==> src/rtl/mem_port_arbiter.sv <==
// mem_port_arbiter
// Shares one single-port 8-bit memory among requesters: instruction fetch (IF),
// data access (D) and, when MEM_ARB_DBG_EN is defined, a debug port (DBG).
// Priority is DBG > D > IF. After STARVE_LIMIT data grants in a row with IF
// waiting, IF takes one slot. Grants are combinational so the pipeline can
// stall in the same cycle. Read data comes back one cycle after the grant and
// is routed to the requester recorded in the read tag.
// MEM_ARB_DBG_EN: define to add the debug requester ports and logic.
module mem_port_arbiter #(
  parameter int STARVE_LIMIT = 4,
  parameter int CNT_W        = 3
) (
  input  logic       clk,
  input  logic       rstn,
  input  logic       if_req,
  input  logic [7:0] if_addr,
  output logic       if_gnt,
  output logic       if_rvalid,
  output logic [7:0] if_rdata,
  input  logic       d_req,
  input  logic       d_we,
  input  logic [7:0] d_addr,
  input  logic [7:0] d_wdata,
  output logic       d_gnt,
  output logic       d_rvalid,
  output logic [7:0] d_rdata,
`ifdef MEM_ARB_DBG_EN
  input  logic       dbg_req,
  input  logic       dbg_we,
  input  logic [7:0] dbg_addr,
  input  logic [7:0] dbg_wdata,
  output logic       dbg_gnt,
  output logic       dbg_rvalid,
  output logic [7:0] dbg_rdata,
`endif
  output logic       mem_en,
  output logic       mem_we,
  output logic [7:0] mem_addr,
  output logic [7:0] mem_wdata,
  input  logic [7:0] mem_rdata
);

  localparam logic [CNT_W-1:0] LIMIT = CNT_W'(STARVE_LIMIT);

  typedef enum logic [1:0] {TAG_NONE, TAG_IF, TAG_D, TAG_DBG} tag_t;

  tag_t             tag_q;
  logic [CNT_W-1:0] streak_q;
  logic             starve;
  logic             gnt_if;
  logic             gnt_d;
  logic             gnt_dbg;

  // Grant selection; everything is held off while rstn is low.
  always_comb begin
    starve = (STARVE_LIMIT != 0) && (streak_q == LIMIT) && if_req;
`ifdef MEM_ARB_DBG_EN
    gnt_dbg = rstn & dbg_req;
`else
    gnt_dbg = 1'b0;
`endif
    gnt_d  = rstn & d_req & ~starve & ~gnt_dbg;
    gnt_if = rstn & if_req & ~gnt_d & ~gnt_dbg;
  end

  assign if_gnt = gnt_if;
  assign d_gnt  = gnt_d;
`ifdef MEM_ARB_DBG_EN
  assign dbg_gnt = gnt_dbg;
`endif

  // Memory port mux driven by the winner; idle port drives zeros.
  always_comb begin
    mem_en    = gnt_if | gnt_d | gnt_dbg;
    mem_we    = 1'b0;
    mem_addr  = 8'h00;
    mem_wdata = 8'h00;
    if (gnt_dbg) begin
`ifdef MEM_ARB_DBG_EN
      mem_we    = dbg_we;
      mem_addr  = dbg_addr;
      mem_wdata = dbg_wdata;
`endif
    end else if (gnt_d) begin
      mem_we    = d_we;
      mem_addr  = d_addr;
      mem_wdata = d_wdata;
    end else if (gnt_if) begin
      mem_addr = if_addr;
    end
  end

  // Streak of data grants that passed over a waiting fetch; debug grants leave it alone.
  always_ff @(posedge clk) begin
    if (!rstn) begin
      streak_q <= '0;
    end else if (gnt_dbg) begin
      streak_q <= streak_q;
    end else if (gnt_if || !if_req) begin
      streak_q <= '0;
    end else if (gnt_d && (streak_q != LIMIT)) begin
      streak_q <= streak_q + CNT_W'(1);
    end
  end

  // Read tag: remembers who owns the data coming back next cycle.
  always_ff @(posedge clk) begin
    if (!rstn) begin
      tag_q <= TAG_NONE;
    end else if (gnt_dbg) begin
`ifdef MEM_ARB_DBG_EN
      tag_q <= dbg_we ? TAG_NONE : TAG_DBG;
`else
      tag_q <= TAG_NONE;
`endif
    end else if (gnt_d) begin
      tag_q <= d_we ? TAG_NONE : TAG_D;
    end else if (gnt_if) begin
      tag_q <= TAG_IF;
    end else begin
      tag_q <= TAG_NONE;
    end
  end

  // Read return routing; the rstn gate keeps outputs quiet while in reset.
  always_comb begin
    if_rvalid = rstn && (tag_q == TAG_IF);
    d_rvalid  = rstn && (tag_q == TAG_D);
    if_rdata  = if_rvalid ? mem_rdata : 8'h00;
    d_rdata   = d_rvalid  ? mem_rdata : 8'h00;
`ifdef MEM_ARB_DBG_EN
    dbg_rvalid = rstn && (tag_q == TAG_DBG);
    dbg_rdata  = dbg_rvalid ? mem_rdata : 8'h00;
`endif
  end

endmodule

==> config.mk <==
export PLATFORM = sky130hd
export DESIGN_NAME = mem_port_arbiter
export DESIGN_NICKNAME = d
export VERILOG_FILES = /design/src/rtl/mem_port_arbiter.sv
export SDC_FILE = /design/constraint.sdc
export NUM_CORES = 1
export LEC_CHECK = 0
export CAP_MARGIN = 20
export CORE_AREA = 3 3 43 60
export DETAILED_ROUTE_END_ITERATION = 8
export DIE_AREA = 0 0 46 63
export GPL_TIMING_DRIVEN = 1
export PLACE_DENSITY_LB_ADDON = 0.08
export REMOVE_ABC_BUFFERS = 1
export SKIP_LAST_GASP = 1
export SYNTH_ARGS = -nofsm -noshare
export SYNTH_HDL_FRONTEND = slang
export SYNTH_SLANG_ARGS = --single-unit
==> constraint.sdc <==
create_clock -name clk -period 3.1 [get_ports clk]
set_input_delay 0.62 -clock clk [delete_from_list [all_inputs] [get_ports clk]]
set_output_delay 0.62 -clock clk [all_outputs]
set_load 0.1 [all_outputs]
==> impl_metrics.tcl, run 1 <==
set metrics [dict create \
    outcome "finished clean" \
    vias 738 \
    synth_compound_gate_area_share 0.240 \
    fin_skew_ps 5.67 \
    n_antenna_cell 0 \
    cts_buffers 3 \
    synth_area_um2 490 \
    clk_pin_slew_ps 50 \
    dieHeight_um 63 \
    root_buffer "clkbuf_4" \
    placement.io_buffers 74 \
    fin_nets 179 \
    clkSinkCount 5 \
    period_share 0.925 \
    yosysSeqAreaShare 0.204 \
    antenna_found_initial 0 \
    yosys.area.top_type "and2_1" \
    core_um2 2150 \
    criticalPathCategory "in -> out" \
    cp-end-kind "output pin" \
    grt_overflow 0 \
    stdcell_area_um2 1660 \
    async_reset_ff_frac 0 \
    dp_hpwl_um 2070 \
    max_freq_mhz 349 \
    synth_cell_types 17 \
    synthTopCellsByCount "and2_1, a22o_1, dfxtp_1" \
    post-place-ws_ps 198 \
    timing_hold_violations_final 0 \
    power_density_nw_per_um2 254 \
    cts_tree "built" \
    required_ps 2480 \
    layout_setup_ws_ps 231 \
    drt-initial-drc-count 13 \
    p_leak_nw 0.680 \
    netlist_instances 62 \
    placed_area_um2 1630 \
    yosys.area_share.simple 0.439 \
    drtPass1Iterations 2 \
    htree_levels 1 \
    track_usage 0.169 \
    wl_per_cell_um 14.0 \
    yosys.area_share.xor_xnor 0 \
    start_util 0.228 \
    synthMuxAreaShare 0.0204 \
    die_w_um 46 \
    syn2layout_area_growth_pct 238 \
    rows 20 \
    yosysTopAreaCellShare 0.344 \
    arrival_ps 2250 \
    synth_seq_cells 5 \
    critPathSlowestCell "clkdlybuf4s50_1" \
    routed_wl_um 2250 \
    critPathLaunchType "input pin" \
    post_cts_resized 0 \
    synth_area_leaders "and2_1, dfxtp_1, a22o_1, ha_1, a31oi_4" \
    drv_slew 0 \
    clock_path_buffers 2 \
    critPathBufInv 2 \
    ir_worst_vdd_v 0.000160 \
    rsz0062_at_grt "false" \
    fp.dieArea_um2 2900 \
    synthFlopType "dfxtp_1" \
    drv_cap 0 \
    tightest_slew_ps 538 \
    clk_latency_ps 240 \
    worst_slew_margin_rel 0.641 \
    grt_pass1_wl_um 3640 \
    post-synth-top-count-cell "and2_1" \
    grt_pass1_vias 810 \
    grt_start_max_net_pins 20 \
    ant_nets 0 \
    min_period_ps 2870 \
    setup_viol 0 \
    place.gp.congestion 0.673 \
    worst_path_dominant_cell_family "buffers and inverters" \
    synth_top_family_by_area "simple AND/OR/NAND/NOR gates" \
    num_io_pins 75 \
    fillCellCount 147 \
    cts_hold_buf 0 \
    cts_setup_buffers 0 \
    ys.warnings.count 0 \
    cp_max_fo 19 \
    drive_gt1_frac 0.317 \
    hold_path_class "reg -> reg" \
    drc 0 \
    synth_fa_ha_area_frac 0.0510 \
    synth_area_per_cell_um2 7.91 \
    synth_enable_flop_cells 0 \
    slowest_delay_ps 570 \
    via_per_inst 4.58 \
    crit_chain "clkdlybuf4s50_1, nand2_1, a31oi_4, a22o_1, buf_12" \
]
==> metal layers <==
metal  global-route usage  vias to the layer above  wire, um
met1                0.135                      315       656
met5                    0                        -         0
met3               0.0865                        2       341
met2                0.322                       57      1240
li1                     -                      364         -
met4               0.0534                        0         4
==> layout make-up <==
type	count	area (um^2)	area share
clock buffer	4	26.3	0.0158
inverter	2	7.51	0.00453
timing repair buffer	75	1130	0.681
sequential	5	100	0.0604
tap	22	27.5	0.0166
multi-input combinational	53	368	0.222
==> cells by family (layout without fill, tap and decap cells) <==
| group | after synthesis | in the layout |
|---|---|---|
| AND/OR/NAND/NOR | 37 | 37 |
| AO/OA/AOI/OAI | 13 | 13 |
| flip-flops | 5 | 5 |
| buffers and inverters | 4 | 81 |
| adder cells (fa/ha/maj) | 2 | 2 |
| multiplexers | 1 | 1 |
==> registers in the layout, indices dropped and copies added (netlist names) <==
register and flops:
streak_q 3, tag_q 2
==> metrics by stage <==
step	total power, mW	hold slack [ps]	cells	util	TNS, ps
detailed placement	0.348	505	157	0.758	0
global placement	0.344	490	157	0.758	0
CTS	0.426	528	161	0.770	0
finish	0.422	522	161	0.770	0
global route	0.441	579	161	0.770	0
floorplan	0.215	479	60	-	-5160
==> worst register-to-register path: stages (launching register included) <==
cell and delay, ps:
dfxtp_1 330, inv_1 50, ha_1 260, a31oi_4 480, nor2b_1 180
==> path summary, 6_finish.rpt <==
check,start,end,slack (ps),depth (start not counted)
min,streak_q[0]$_SDFFE_PP0P_,streak_q[0]$_SDFFE_PP0P_,520,2
max,rstn,mem_addr[1],230,5
max reg2reg,streak_q[0]$_SDFFE_PP0P_,tag_q[1]$_SDFF_PN0_,1730,4
min reg2reg,streak_q[0]$_SDFFE_PP0P_,streak_q[0]$_SDFFE_PP0P_,520,2
==> cells in the final DEF (no fill, tap or decap) <==
| cell type | count |
|---|---|
| buf_12 | 38 |
| clkdlybuf4s50_1 | 36 |
| and2_1 | 27 |
| a22o_1 | 8 |
| dfxtp_1 | 5 |
| nand2_1 | 4 |
| nor2_1 | 3 |
| clkbuf_4 | 3 |
| inv_1 | 2 |
| a21oi_1 | 2 |
| ha_1 | 2 |
| and3b_1 | 1 |
| a31oi_4 | 1 |
| a21oi_2 | 1 |
| o21a_1 | 1 |
| nand3_1 | 1 |
| mux2i_1 | 1 |
| nor2b_1 | 1 |
| clkbuf_1 | 1 |
| buf_4 | 1 |
==> power breakdown <==
| part | switching (mW) | total (mW) | internal, mW |
|---|---|---|---|
| Combinational | 0.163 | 0.278 | 0.115 |
| Clock | 0.0278 | 0.0765 | 0.0487 |
| Sequential | 0.000823 | 0.0670 | 0.0662 |
| Total | 0.191 | 0.422 | 0.230 |
Power figures use the tool's default switching activity.
==> run 2: changes to the inputs <==
--- a/config.mk
+++ b/config.mk
@@ -7,6 +7,7 @@
 export LEC_CHECK = 0
 export CAP_MARGIN = 20
 export CORE_AREA = 3 3 43 60
+export CTS_CLUSTER_DIAMETER = 30
 export DETAILED_ROUTE_END_ITERATION = 8
 export DIE_AREA = 0 0 46 63
 export GPL_TIMING_DRIVEN = 1
==> results of run 2 <==
The final DEF is identical to that of run 1; final timing and power are the same.
==> run 3: changes to the inputs <==
--- a/config.mk
+++ b/config.mk
@@ -6,10 +6,10 @@
 export NUM_CORES = 1
 export LEC_CHECK = 0
 export CAP_MARGIN = 20
-export CORE_AREA = 3 3 43 60
+export CORE_AREA = 3 3 41 62
 export CTS_CLUSTER_DIAMETER = 30
 export DETAILED_ROUTE_END_ITERATION = 8
-export DIE_AREA = 0 0 46 63
+export DIE_AREA = 0 0 44 65
 export GPL_TIMING_DRIVEN = 1
 export PLACE_DENSITY_LB_ADDON = 0.08
 export REMOVE_ABC_BUFFERS = 1
==> constraint.sdc (replaced) <==
create_clock -name clk -period 3.5 [get_ports clk]
set_input_delay 0.7 -clock clk [delete_from_list [all_inputs] [get_ports clk]]
set_output_delay 0.7 -clock clk [all_outputs]
set_load 0.1 [all_outputs]
==> run 3 against run 2 <==
  * Via count grew 0.54%
  * Cell count is 0.62% lower
  * Flip-flop and latch count stayed put
  * Die area fell by 1.3%
  * Clock skew decreased by 4.5 ps
  * Power fell by 13%
  * Worst setup slack improved by 250 ps
==> impl_metrics.tcl, run 3 (synthesis results as in run 1) <==
set metrics [dict create \
    outcome "finished clean" \
    r2r_start "streak_q[0]$_SDFFE_PP0P_" \
    drv_slew 0 \
    clk_pin_slew_ps 40 \
    max_freq_mhz 331 \
    post-place-ws_ps 466 \
    grt_start_max_net_pins 20 \
    cts_tree "built" \
    ir_worst_vdd_v 0.000143 \
    syn2layout_area_growth_pct 231 \
    hp-start "streak_q[0]$_SDFFE_PP0P_" \
    setup_viol 0 \
    vias 742 \
    fillCellCount 128 \
    placement.io_buffers 74 \
    antenna_found_initial 0 \
    power_density_nw_per_um2 226 \
    min_period_ps 3020 \
    clock_path_buffers 2 \
    routed_wl_um 2140 \
    p_leak_nw 0.668 \
    layout_setup_ws_ps 479 \
    place.gp.congestion 0.704 \
    tightest_slew_ps 548 \
    core_um2 2050 \
    regMostFlops "streak_q" \
    drc 0 \
    root_buffer "clkbuf_4" \
    cp_max_fo 19 \
    tns_ps 0 \
    sequentialPowerShare 0.161 \
    drt-initial-drc-count 14 \
    post_cts_resized 0 \
    n_antenna_cell 0 \
    p_comb_frac 0.658 \
    worst_slew_margin_rel 0.633 \
    arrival_ps 2320 \
    start_util 0.239 \
    timing_hold_violations_final 0 \
    dp_hpwl_um 1970 \
    multi_input_area_um2 368 \
    required_ps 2800 \
    wl_per_cell_um 13.3 \
    seq_area_um2 100 \
    fin_nets 178 \
    via_per_inst 4.64 \
    cts_setup_buffers 0 \
    most-common-layout-cells "clkdlybuf4s50_1, buf_12, and2_1, a22o_1, dfxtp_1" \
    htree_levels 1 \
    swShare 0.454 \
    netSwitchingPower_uw 167 \
    grt_overflow 0 \
    fin_skew_ps 1.17 \
    criticalPathCategory "in -> out" \
    clk_latency_ps 240 \
    ant_nets 0 \
    cts_buffers 3 \
    drv_cap 0 \
    clkSinkCount 5 \
    die_w_um 44 \
    drtPass1Iterations 2 \
    drive_gt1_frac 0.312 \
    track_usage 0.163 \
    grt_pass1_wl_um 3480 \
    period_share 0.863 \
    critPathLaunchType "input pin" \
    dieHeight_um 65 \
    fin_util 0.792 \
    grt_pass1_vias 752 \
    p_clk_frac 0.180 \
    crit_start "rstn" \
    fp.dieArea_um2 2860 \
    hold_path_class "reg -> reg" \
    rsz0062_at_grt "false" \
    num_io_pins 75 \
    largest_reg_flops 3 \
    p_int_uw 201 \
    p_total_uw 368 \
    rows 20 \
    top_regs "streak_q (3), tag_q (2)" \
    cts_hold_buf 0 \
    cp-end-kind "output pin" \
]
==> run 3: worst max-delay path: stages <==
cell,delay (ps)
clkdlybuf4s50_1,570
nand2_1,120
a31oi_4,440
a22o_1,300
buf_12,190
==> run 3: power by group through the flow <==
stage / Clock, mW / Combinational [mW] / Sequential (mW)
after floorplan: 0 / 0.130 / 0.0602
after global placement: 0 / 0.241 / 0.0603
after detailed placement: 0 / 0.243 / 0.0604
after CTS: 0.0692 / 0.244 / 0.0594
after global routing: 0.0699 / 0.250 / 0.0595
final: 0.0664 / 0.242 / 0.0594
==> run 3: worst paths after layout <==
path	to	slack [ps]	cells past startpoint
hold / removal	streak_q[0]$_SDFFE_PP0P_	510	2
hold reg to reg	streak_q[0]$_SDFFE_PP0P_	510	2
setup reg to reg	tag_q[1]$_SDFF_PN0_	2130	4
setup / recovery	mem_addr[1]	480	5
==> run 3: final cells by class <==
cell class / count / share of cell area
Timing Repair Buffer: 74 / 0.674
Multi-Input combinational cell: 53 / 0.226
Sequential cell: 5 / 0.0616
Tap cell: 22 / 0.0169
Clock buffer: 4 / 0.0162
Inverter: 2 / 0.00462
==> run 3: metal layers <==
metal  global-route usage  up-vias  wire, um
met4               0.0566        0        28
met1                0.134      323       595
met5                    0        -         0
li1                     -      364         -
met2                0.343       51      1300
met3               0.0389        4       209
==> run 3: stage by stage <==
stage	hold WS [ps]	instances	instance area, um^2
finish	511	160	1630
CTS	519	160	1630
floorplan	479	60	475
global placement	489	156	1600
global route	554	160	1630
detailed placement	511	156	1600
